## src/rtl/johnson_run_ctrl.sv

```systemverilog
// rtl/johnson_run_ctrl.sv - Johnson ring run controller with revolution count, pause, direction, abort
module johnson_run_ctrl #(
  parameter int N  = 4,
  parameter int CW = 8
) (
  input  logic            clk,
  input  logic            reset,
  input  logic            start,
  input  logic [CW-1:0]   cycles,
  input  logic            pause,
  input  logic            dir,
  input  logic            abort,
  output logic [N-1:0]    q,
  output logic [2*N-1:0]  phase,
  output logic            busy,
  output logic            done,
  output logic [CW-1:0]   cyc_left
);

  localparam int IW = $clog2(2*N) + 1;
  localparam logic [2*N-1:0] PHASE_ONE = 1;

  typedef enum logic [1:0] {IDLE, RUN, DONE} state_t;

  state_t        state, state_nx;
  logic [N-1:0]  q_nx, q_step;
  logic [CW-1:0] cyc_nx;
  logic [IW-1:0] pop, idx;

  always_ff @(posedge clk) begin
    if (reset) begin
      state    <= IDLE;
      q        <= '0;
      cyc_left <= '0;
    end else begin
      state    <= state_nx;
      q        <= q_nx;
      cyc_left <= cyc_nx;
    end
  end

  always_comb begin
    q_step   = dir ? {~q[0], q[N-1:1]} : {q[N-2:0], ~q[N-1]};
    state_nx = state;
    q_nx     = q;
    cyc_nx   = cyc_left;
    case (state)
      IDLE: begin
        if (start && cycles != '0) begin
          state_nx = RUN;
          cyc_nx   = cycles;
          q_nx     = '0;
        end
      end
      RUN: begin
        if (abort) begin
          state_nx = IDLE;
          q_nx     = '0;
          cyc_nx   = '0;
        end else if (!pause) begin
          q_nx = q_step;
          // Only arrival at the all-zero state counts, whichever way the ring turns.
          if (q_step == '0 && q != '0) begin
            cyc_nx = cyc_left - CW'(1);
            if (cyc_left == CW'(1)) state_nx = DONE;
          end
        end
      end
      DONE: begin
        state_nx = IDLE;
        q_nx     = '0;
        cyc_nx   = '0;
      end
      default: begin
        state_nx = IDLE;
        q_nx     = '0;
        cyc_nx   = '0;
      end
    endcase
  end

  // Rising half of the ring has q[0] set; the falling half mirrors around 2N.
  always_comb begin
    pop = '0;
    for (int i = 0; i < N; i++) pop = pop + IW'(q[i]);
    idx   = (q == '0 || q[0]) ? pop : IW'(2*N) - pop;
    phase = PHASE_ONE << idx;
  end

  assign busy = (state != IDLE);
  assign done = (state == DONE);

endmodule

```

## config.mk

```make
export PLATFORM = sky130hd
export DESIGN_NAME = johnson_run_ctrl
export DESIGN_NICKNAME = d
export VERILOG_FILES = /design/src/rtl/johnson_run_ctrl.sv
export SDC_FILE = /design/constraint.sdc
export NUM_CORES = 1
export LEC_CHECK = 0
export ABC_AREA = 1
export CELL_PAD_IN_SITES_DETAIL_PLACEMENT = 1
export CELL_PAD_IN_SITES_GLOBAL_PLACEMENT = 1
export CORE_MARGIN = 1
export CORE_UTILIZATION = 33
export DETAILED_ROUTE_END_ITERATION = 16
export GPL_TIMING_DRIVEN = 1
export PLACE_DENSITY_LB_ADDON = 0.2
export SLEW_MARGIN = 20
export SYNTH_ARGS = -nofsm -noshare
export SYNTH_HDL_FRONTEND = slang
export SYNTH_SLANG_ARGS = --single-unit
```

## constraint.sdc

```tcl
create_clock -name clk -period 4.8 [get_ports clk]
set_clock_uncertainty 0.2 [all_clocks]
set_input_delay 0.72 -clock clk [delete_from_list [all_inputs] [get_ports clk]]
set_output_delay 0.72 -clock clk [all_outputs]
set_load 0.02 [all_outputs]
```

# Word level (Yosys, flattened, before mapping)
# Cells that the tools add are included.
# op_classes
n_addsub	5
n_reduce_logical	12
mux	17
shift	1
eq_ne	7
n_bitwise	2
# op_table
op	count
two-way mux 8 bit	4
two-way mux 4 bit	5
case mux 8 bit (2 select lines)	1
two-way mux 2 bit	5
inequality test 3 bit, second input constant	3
== test 8 x 1 -> 1 bit, second input constant	1
zero test 4 bit	2
case mux 4 bit (2 select lines)	1
nonzero test 8 bit	1
<< shifter 1 x 4 -> 8 bit, first input constant	1
subtractor 8 x 1 -> 8 bit, second input constant	1
adder 3 x 1 -> 4 bit	1
case mux 2 bit (2 select lines)	1
AND reduction 4 bit	1
nonzero test 4 bit	1
subtractor 4 bit, first input constant	1
adder 2 x 1 -> 3 bit	1
AND reduction 3 bit	1
adder 1 x 1 -> 2 bit	1
== test 2 x 1 -> 1 bit, second input constant	1
== test 2 bit, second input constant	1
logical AND 1 bit	2
zero test 2 bit	1
inequality test 2 bit, second input constant	1
other kinds (4)	5
# totals
elab_cells	47
input_bits	14
out_inout_bits	22
reg_bits	14

# Logic depth before layout (Yosys ltp)
# Gate-level depths: netlist (run 1).
# depth
word_depth	8
depth_mapped	11
depth_no_buf	11

# Least setup slack after synthesis (run 1)
# Ideal clock, no wire load.
# synth_path
kind	register to output
from	reg q[0]
to	out phase[5]
arrival_ns	2.575
t_required_ns	3.880
path_buffers	0
path_slack_ns	1.305
path_stages_with_launch	11
path_cell_list	dfxtp_1 inv_1 fa_1 inv_1 ha_1 inv_1 ha_1 ha_1 o21ai_0 or2_2 nor2_1
# synth_between
elab_chain_cells	6
word_cells_on_any_way	8
cone_classes	add/sub (4); shift (1); mux (1); reduce/logical (2)
# synth_lines
item	line_no	rtl
start: declaration	13	output logic [N-1:0] q,
start signal: assignment	37	q <= q_nx;
adder 1 x 1 -> 2 bit	85	for (int i = 0; i < N; i++) pop = pop + IW'(q[i]);
adder 2 x 1 -> 3 bit	85	
adder 3 x 1 -> 4 bit	85	
subtractor 4 bit	86	idx = (q == '0 || q[0]) ? pop : IW'(2*N) - pop;
two-way mux 4 bit *	86	
<< shifter 1 x 4 -> 8 bit *	87	phase = PHASE_ONE << idx;
end: declaration	14	output logic [2*N-1:0] phase,
# Every way passes the cells marked *; elsewhere a longest branch is shown, timed or not.

# Worst setup path after layout (run 1)
# layout_path
from	reg q[0]
to	out phase[7]
# The elaborated chain is that of the path after synthesis.

==> results.sh, run 1 <==
export IMPL_status="completed"
export IMPL_cts_tree="done"
export IMPL_multiInputGateArea_sq_um=736
export IMPL_tns_ns=0
export IMPL_p_comb_frac=0.537
export IMPL_numCtsBuffers=3
export IMPL_synth_top_family_by_area="simple AND/OR/NAND/NOR gates"
export IMPL_crit_top_cell="inv_1"
export IMPL_final_common_cell="nand2_1"
export IMPL_period_needed_ns=4.19
export IMPL_design_die_area_sq_mm=0.00368
export IMPL_cts_resized=0
export IMPL_holdBufCountCts=0
export IMPL_syn_mean_instance_area_sq_um=5.88
export IMPL_p_leak_nw=0.702
export IMPL_synthMuxAreaShare=0
export IMPL_crit_required_ns=3.88
export IMPL_clkSinkCount=14
export IMPL_yosysTopAreaCell="dfxtp_1"
export IMPL_antenna_cells=0
export IMPL_layout_drive_gt1_share=0.0395
export IMPL_cts_max_level=1
export IMPL_pwr_share_seq=0.310
export IMPL_wl_microns=3620
export IMPL_drv_cap=0
export IMPL_synthSimpleGateAreaFrac=0.387
export IMPL_internal_power_uw=257
export IMPL_clock_fmax_mhz=239
export IMPL_cp_cell_sequence="inv_1 -> fa_1 -> inv_1 -> ha_1 -> inv_1 -> ha_1 -> nor2_1 -> nor2_1 -> xor2_1 -> inv_1 -> nor2_1 -> clkdlybuf4s50_1"
export IMPL_path_clk_slew_ns=0.09
export IMPL_seq_area_sq_um=280
export IMPL_cpPeakStageDelay_ns=0.61
export IMPL_grt_max_degree=12
export IMPL_synth_adder_area_share=0.0948
export IMPL_synth_top_area_share=0.247
export IMPL_syn_area_sq_mm=0.00113
export IMPL_yosysWarnings=0
export IMPL_cts_setup_buffers=0
export IMPL_peakVddDrop_uv=169
export IMPL_rsz0062_at_grt="no"
export IMPL_hold_viol_final=0
export IMPL_synthCells=193
export IMPL_routedWlPerCell_microns=13.3
export IMPL_grt_antenna_before_repair=0
export IMPL_initial_core_util=0.360
export IMPL_synth_xor_area_frac=0.0154
export IMPL_final_period_utilization=0.872
export IMPL_routed_via_density=4.99
export IMPL_drc=0
export IMPL_route_vias_total=1357
export IMPL_io_buffers=35
export IMPL_startpoint_type="flop"
export IMPL_root_buffer="clkbuf_4"
export IMPL_worstHoldPathType="reg -> reg"
export IMPL_ys_ff_latch=14
export IMPL_total_power_uw=459
export IMPL_grt_pass1_wl_microns=6040
export IMPL_overflow=0
export IMPL_mostFrequentLayoutCells="55 x nand2_1, 35 x clkdlybuf4s50_1, 27 x nor2_1"
export IMPL_row_count=20
export IMPL_area_growth_pct=36.5
export IMPL_path_max_fanout=4
export IMPL_clk_insertion_delay_late_ns=0.28
export IMPL_critPathSlowestCell="clkdlybuf4s50_1"
export IMPL_worst_path_buf_inv=5
export IMPL_synth_fp_nets=215
export IMPL_relSlewSlack=0.417
export IMPL_coreArea_sq_mm=0.00315
export IMPL_ant_nets=0
export IMPL_dr_pass1_iters=4
export IMPL_die_y_microns=60.6
export IMPL_synth_distinct_cells=21
export IMPL_synth_seq_area_share=0.247
export IMPL_pwr_density_cell_mw_per_mm2=296
export IMPL_drt_iter0_drc=34
export IMPL_p_sw_uw=202
export IMPL_ios=36
export IMPL_drv_slew=0
export IMPL_dp_hpwl_microns=2830
export IMPL_finalSetupViolCount=0
export IMPL_synth_area_leaders="dfxtp_1 25%, nand2_1 18%, nand3_1 9.3%"
export IMPL_die_w_microns=60.6
export IMPL_switching_share=0.441
export IMPL_critPathArrivalTime_ns=3.27
export IMPL_fillers=452
export IMPL_grt_pass1_vias=1364
export IMPL_max_slew_worst_pin_slew_ns=0.875
export IMPL_clockBufferDepth=2
export IMPL_end_kind="primary output"
export IMPL_path_delay_family="adder cells"
export IMPL_p_clk_frac=0.154
export IMPL_grtUsageTotal=0.221
export IMPL_gp_congestion=0.802
export IMPL_fin_nets=252
export IMPL_crit_type="reg -> out"
export IMPL_post_route_util=0.491
export IMPL_synth_compound_area_frac=0.151
[layout make-up]
cell class / count / share of cell area
repair buffers: 35 / 0.226
multi-input cells: 148 / 0.475
inverters: 28 / 0.0679
well taps: 44 / 0.0355
flip-flops and latches: 14 / 0.181
clock buffers: 3 / 0.0145
[power groups by stage]
| stage | combinational (mW) | sequential [mW] | clock (mW) |
|---|---|---|---|
| floorplan | 0.142 | 0.154 | 0 |
| global placement | 0.237 | 0.144 | 0 |
| detailed placement | 0.246 | 0.145 | 0 |
| CTS | 0.248 | 0.143 | 0.0722 |
| global route | 0.276 | 0.145 | 0.0762 |
| finish | 0.246 | 0.142 | 0.0705 |
[final timing paths]
path	to	startpoint	slack, ns	cells past startpoint
min reg2reg	cyc_left[1]	cyc_left[1]	0.33	2
max	phase[7]	q[0]	0.61	12
min	cyc_left[1]	cyc_left[1]	0.33	2
max reg2reg	cyc_left[0]	state[1]	2.32	9
[stage by stage]
| step | instance area [sq um] | worst slack [ns] | hold WS, ns | instances |
|---|---|---|---|---|
| 6_report | 1550 | 0.612 | 0.326 | 272 |
| 5_1_grt | 1550 | 0.324 | 0.350 | 272 |
| 4_1_cts | 1550 | 0.571 | 0.336 | 272 |
| 3_5_place_dp | 1530 | 0.919 | 0.319 | 269 |
| 3_3_place_gp | 1530 | 1.02 | 0.285 | 269 |
| 2_1_floorplan | 1130 | 1.30 | 0.361 | 193 |
[cell usage after synthesis (all sizes together)]
cell and n:
nand2 56, inv 28, nor2 27, nand3 21, a21oi 16, dfxtp 14, o21ai 13, ha 7
buf 3, o31ai 2, fa 1, nand3b 1, nand4 1, or2 1, xnor2 1, xor2 1
[registers in the layout, indices dropped and copies added (netlist names)]
name	cells
q	4
cyc_left	8
state	2
[tightest hold or removal path: stages, from the launching register on]
cell	delay, ns
dfxtp_1	0.35
nand2_1	0.08
a21oi_1	0.05
[per-layer routing]
metal	track usage	routed length [microns]	up-vias
li1	-	-	689
met1	0.285	1750	628
met2	0.374	1670	36
met3	0.0384	150	4
met4	0.0714	44	0
met5	0	0	-
[kinds of logic after synthesis]
| family | Yosys count |
|---|---|
| adders and majority gates | 8 |
| buffers and inverters | 31 |
| DFF | 14 |
| and+or+nand+nor | 107 |
| AOI/OAI and AO/OA | 31 |
| xor gates and xnor gates | 2 |
(Power assumes the default switching activity.)
==> run 2, diff against run 1 <==
- ABC_AREA: 1 -> not set
- CORE_UTILIZATION: 33 -> 36
==> run 2 against run 1 <==
Setup slack worse by 0.031 ns. Combinational power is 38% lower. Power is 17% lower. Count of clock-buffer cells in the layout is 1 higher. Core utilization is 2.6 points higher. Register-to-register slack better by 0.13 ns. Sequential power hardly changed. Critical path type unchanged.
==> results.sh, run 2 <==
export IMPL_gp_congestion=0.832
export IMPL_clk_insertion_delay_late_ns=0.28
export IMPL_wl_met2_microns=1770
export IMPL_cpPeakStageDelay_ns=0.62
export IMPL_synth_seq_area_share=0.235
export IMPL_ant_nets=0
export IMPL_synth_top_family_by_area="simple AND/OR/NAND/NOR gates"
export IMPL_status="completed"
export IMPL_routed_via_density=5.44
export IMPL_synthSimpleGateAreaFrac=0.269
export IMPL_route_vias_total=1261
export IMPL_grt_pass1_vias=1290
export IMPL_routedWlPerCell_microns=15.7
export IMPL_synth_adder_area_share=0.0903
export IMPL_wl_microns=3630
export IMPL_design_die_area_sq_mm=0.00354
export IMPL_tns_ns=0
export IMPL_p_leak_nw=0.604
export IMPL_syn_mean_instance_area_sq_um=7.68
export IMPL_grt_max_degree=19
export IMPL_overflow=0
export IMPL_cts_setup_buffers=0
export IMPL_final_common_cell="clkdlybuf4s50_1"
export IMPL_clkSinkCount=14
export IMPL_relSlewSlack=0.495
export IMPL_syn_area_sq_mm=0.00119
export IMPL_finalSetupViolCount=0
export IMPL_top_layer="met4"
export IMPL_grt_antenna_before_repair=0
export IMPL_met3WireLength_microns=152
export IMPL_cts_tree="done"
export IMPL_synth_compound_area_frac=0.257
export IMPL_layout_drive_gt1_share=0.0638
export IMPL_fillers=417
export IMPL_dr_pass1_iters=4
export IMPL_fin_cells=232
export IMPL_die_w_microns=59.5
export IMPL_synth_commonest_cells="14 x dfxtp_1, 13 x inv_1, 11 x nor2_1"
export IMPL_numCtsBuffers=3
export IMPL_synthArstFlopShare=0
export IMPL_period_needed_ns=4.22
export IMPL_startpoint_type="flop"
export IMPL_clock_fmax_mhz=237
export IMPL_hold_viol_final=0
export IMPL_yosysWarnings=0
export IMPL_drv_slew=0
export IMPL_pwr_density_cell_mw_per_mm2=236
export IMPL_largest_reg_flops=8
export IMPL_clockBufferDepth=2
export IMPL_initial_core_util=0.384
export IMPL_synth_area_leaders="dfxtp_1 24%, ha_1 7.4%, nor3_1 4.2%"
export IMPL_rsz0062_at_grt="no"
export IMPL_drt_iter0_drc=30
export IMPL_fin_nets=211
export IMPL_root_buffer="clkbuf_4"
export IMPL_end_kind="primary output"
export IMPL_dp_hpwl_microns=2830
export IMPL_worstHoldPathType="reg -> reg"
export IMPL_path_clk_slew_ns=0.09
export IMPL_ys_ff_latch=14
export IMPL_mostFrequentLayoutCells="35 x clkdlybuf4s50_1, 14 x dfxtp_1, 13 x inv_1"
export IMPL_top_register="cyc_left"
export IMPL_ios=36
export IMPL_synth_most_common_cell="dfxtp_1"
export IMPL_coreArea_sq_mm=0.00310
export IMPL_critPathArrivalTime_ns=3.30
export IMPL_path_delay_family="adder cells"
export IMPL_antenna_cells=0
export IMPL_drc=0
export IMPL_synth_main_ff_cell="dfxtp_1"
export IMPL_synth_distinct_cells=42
export IMPL_cts_resized=0
export IMPL_synth_xor_area_frac=0.0441
export IMPL_max_slew_worst_pin_slew_ns=0.758
export IMPL_grtUsageTotal=0.227
export IMPL_cp_cell_sequence="inv_1 -> fa_1 -> inv_1 -> ha_1 -> inv_1 -> ha_1 -> ha_1 -> inv_1 -> nand3_1 -> a21oi_1 -> clkdlybuf4s50_1"
export IMPL_peakVddDrop_uv=71.5
export IMPL_synth_fp_nets=177
export IMPL_drt_met1_wl_microns=1680
export IMPL_crit_top_cell="inv_1"
export IMPL_top_regs="cyc_left: 8 flops, q: 4 flops, state: 2 flops"
export IMPL_synth_edf_count=0
export IMPL_area_growth_pct=34.9
export IMPL_yosysTopAreaCell="dfxtp_1"
export IMPL_path_max_fanout=9
export IMPL_row_count=20
export IMPL_worst_path_buf_inv=5
export IMPL_holdBufCountCts=0
export IMPL_synthCells=155
export IMPL_die_y_microns=59.5
export IMPL_crit_type="reg -> out"
export IMPL_grt_pass1_wl_microns=6050
export IMPL_synth_top_area_share=0.235
export IMPL_crit_required_ns=3.88
export IMPL_synthMuxAreaShare=0.0347
export IMPL_critPathSlowestCell="clkdlybuf4s50_1"
export IMPL_placed_cells=228
export IMPL_holdWs_ns=0.362
export IMPL_io_buffers=35
export IMPL_drv_cap=0
export IMPL_final_period_utilization=0.879
export IMPL_cts_max_level=1
==> run 2: worst reg2reg max path, stage by stage, from the launching register on <==
cell	delay (ns)
dfxtp_1	0.44
inv_1	0.12
ha_1	0.21
nor2b_1	0.15
o32ai_2	0.41
a21oi_2	0.13
nor2_1	0.38
o21ai_0	0.17
==> run 2: cell families after synthesis <==
| kind of cell | count (synthesis) |
|---|---|
| xor+xnor | 6 |
| fa+ha+maj | 8 |
| simple gates | 60 |
| buf+inv | 21 |
| mux | 4 |
| compound gates | 42 |
| flops | 14 |
==> run 2: cell type report <==
class | instances | area, sq um | area share
Sequential cell | 14 | 280 | 0.174
Inverter | 15 | 56.3 | 0.0350
Tap cell | 44 | 55.1 | 0.0343
Clock buffer | 4 | 36.3 | 0.0226
Timing Repair Buffer | 35 | 350 | 0.218
Multi-Input combinational cell | 120 | 828 | 0.516
==> run 2: final timing paths <==
kind / slack, ns / to / cells after the start / start
max: 0.58 / phase[7] / 11 / q[0]
min: 0.36 / cyc_left[2] / 2 / cyc_left[2]
max reg2reg: 2.45 / cyc_left[4] / 7 / q[0]
min reg2reg: 0.36 / cyc_left[2] / 2 / cyc_left[2]
==> run 2: stage by stage <==
stage | utilization | area [sq um] | power, mW | setup WS [ns]
after floorplan | - | 1190 | 0.235 | 1.01
after global placement | 0.506 | 1570 | 0.288 | 1.04
after detailed placement | 0.506 | 1570 | 0.293 | 0.908
after CTS | 0.518 | 1610 | 0.382 | 0.576
after global routing | 0.518 | 1610 | 0.402 | 0.372
final | 0.518 | 1610 | 0.380 | 0.581
==> run 2: per-layer routing <==
layer  global-route usage  up-vias
li1                     -      629
met1                0.280      601
met3               0.0371        4
met5                    0        -
met2                0.396       27
met4               0.0797        0
==> run 2: power by group <==
group / switching [mW] / leakage (nW) / internal, mW
registers: 0.0140 / 0.115 / 0.125
logic: 0.0833 / 0.468 / 0.0689
clock network: 0.0421 / 0.0210 / 0.0461
total: 0.139 / 0.604 / 0.240
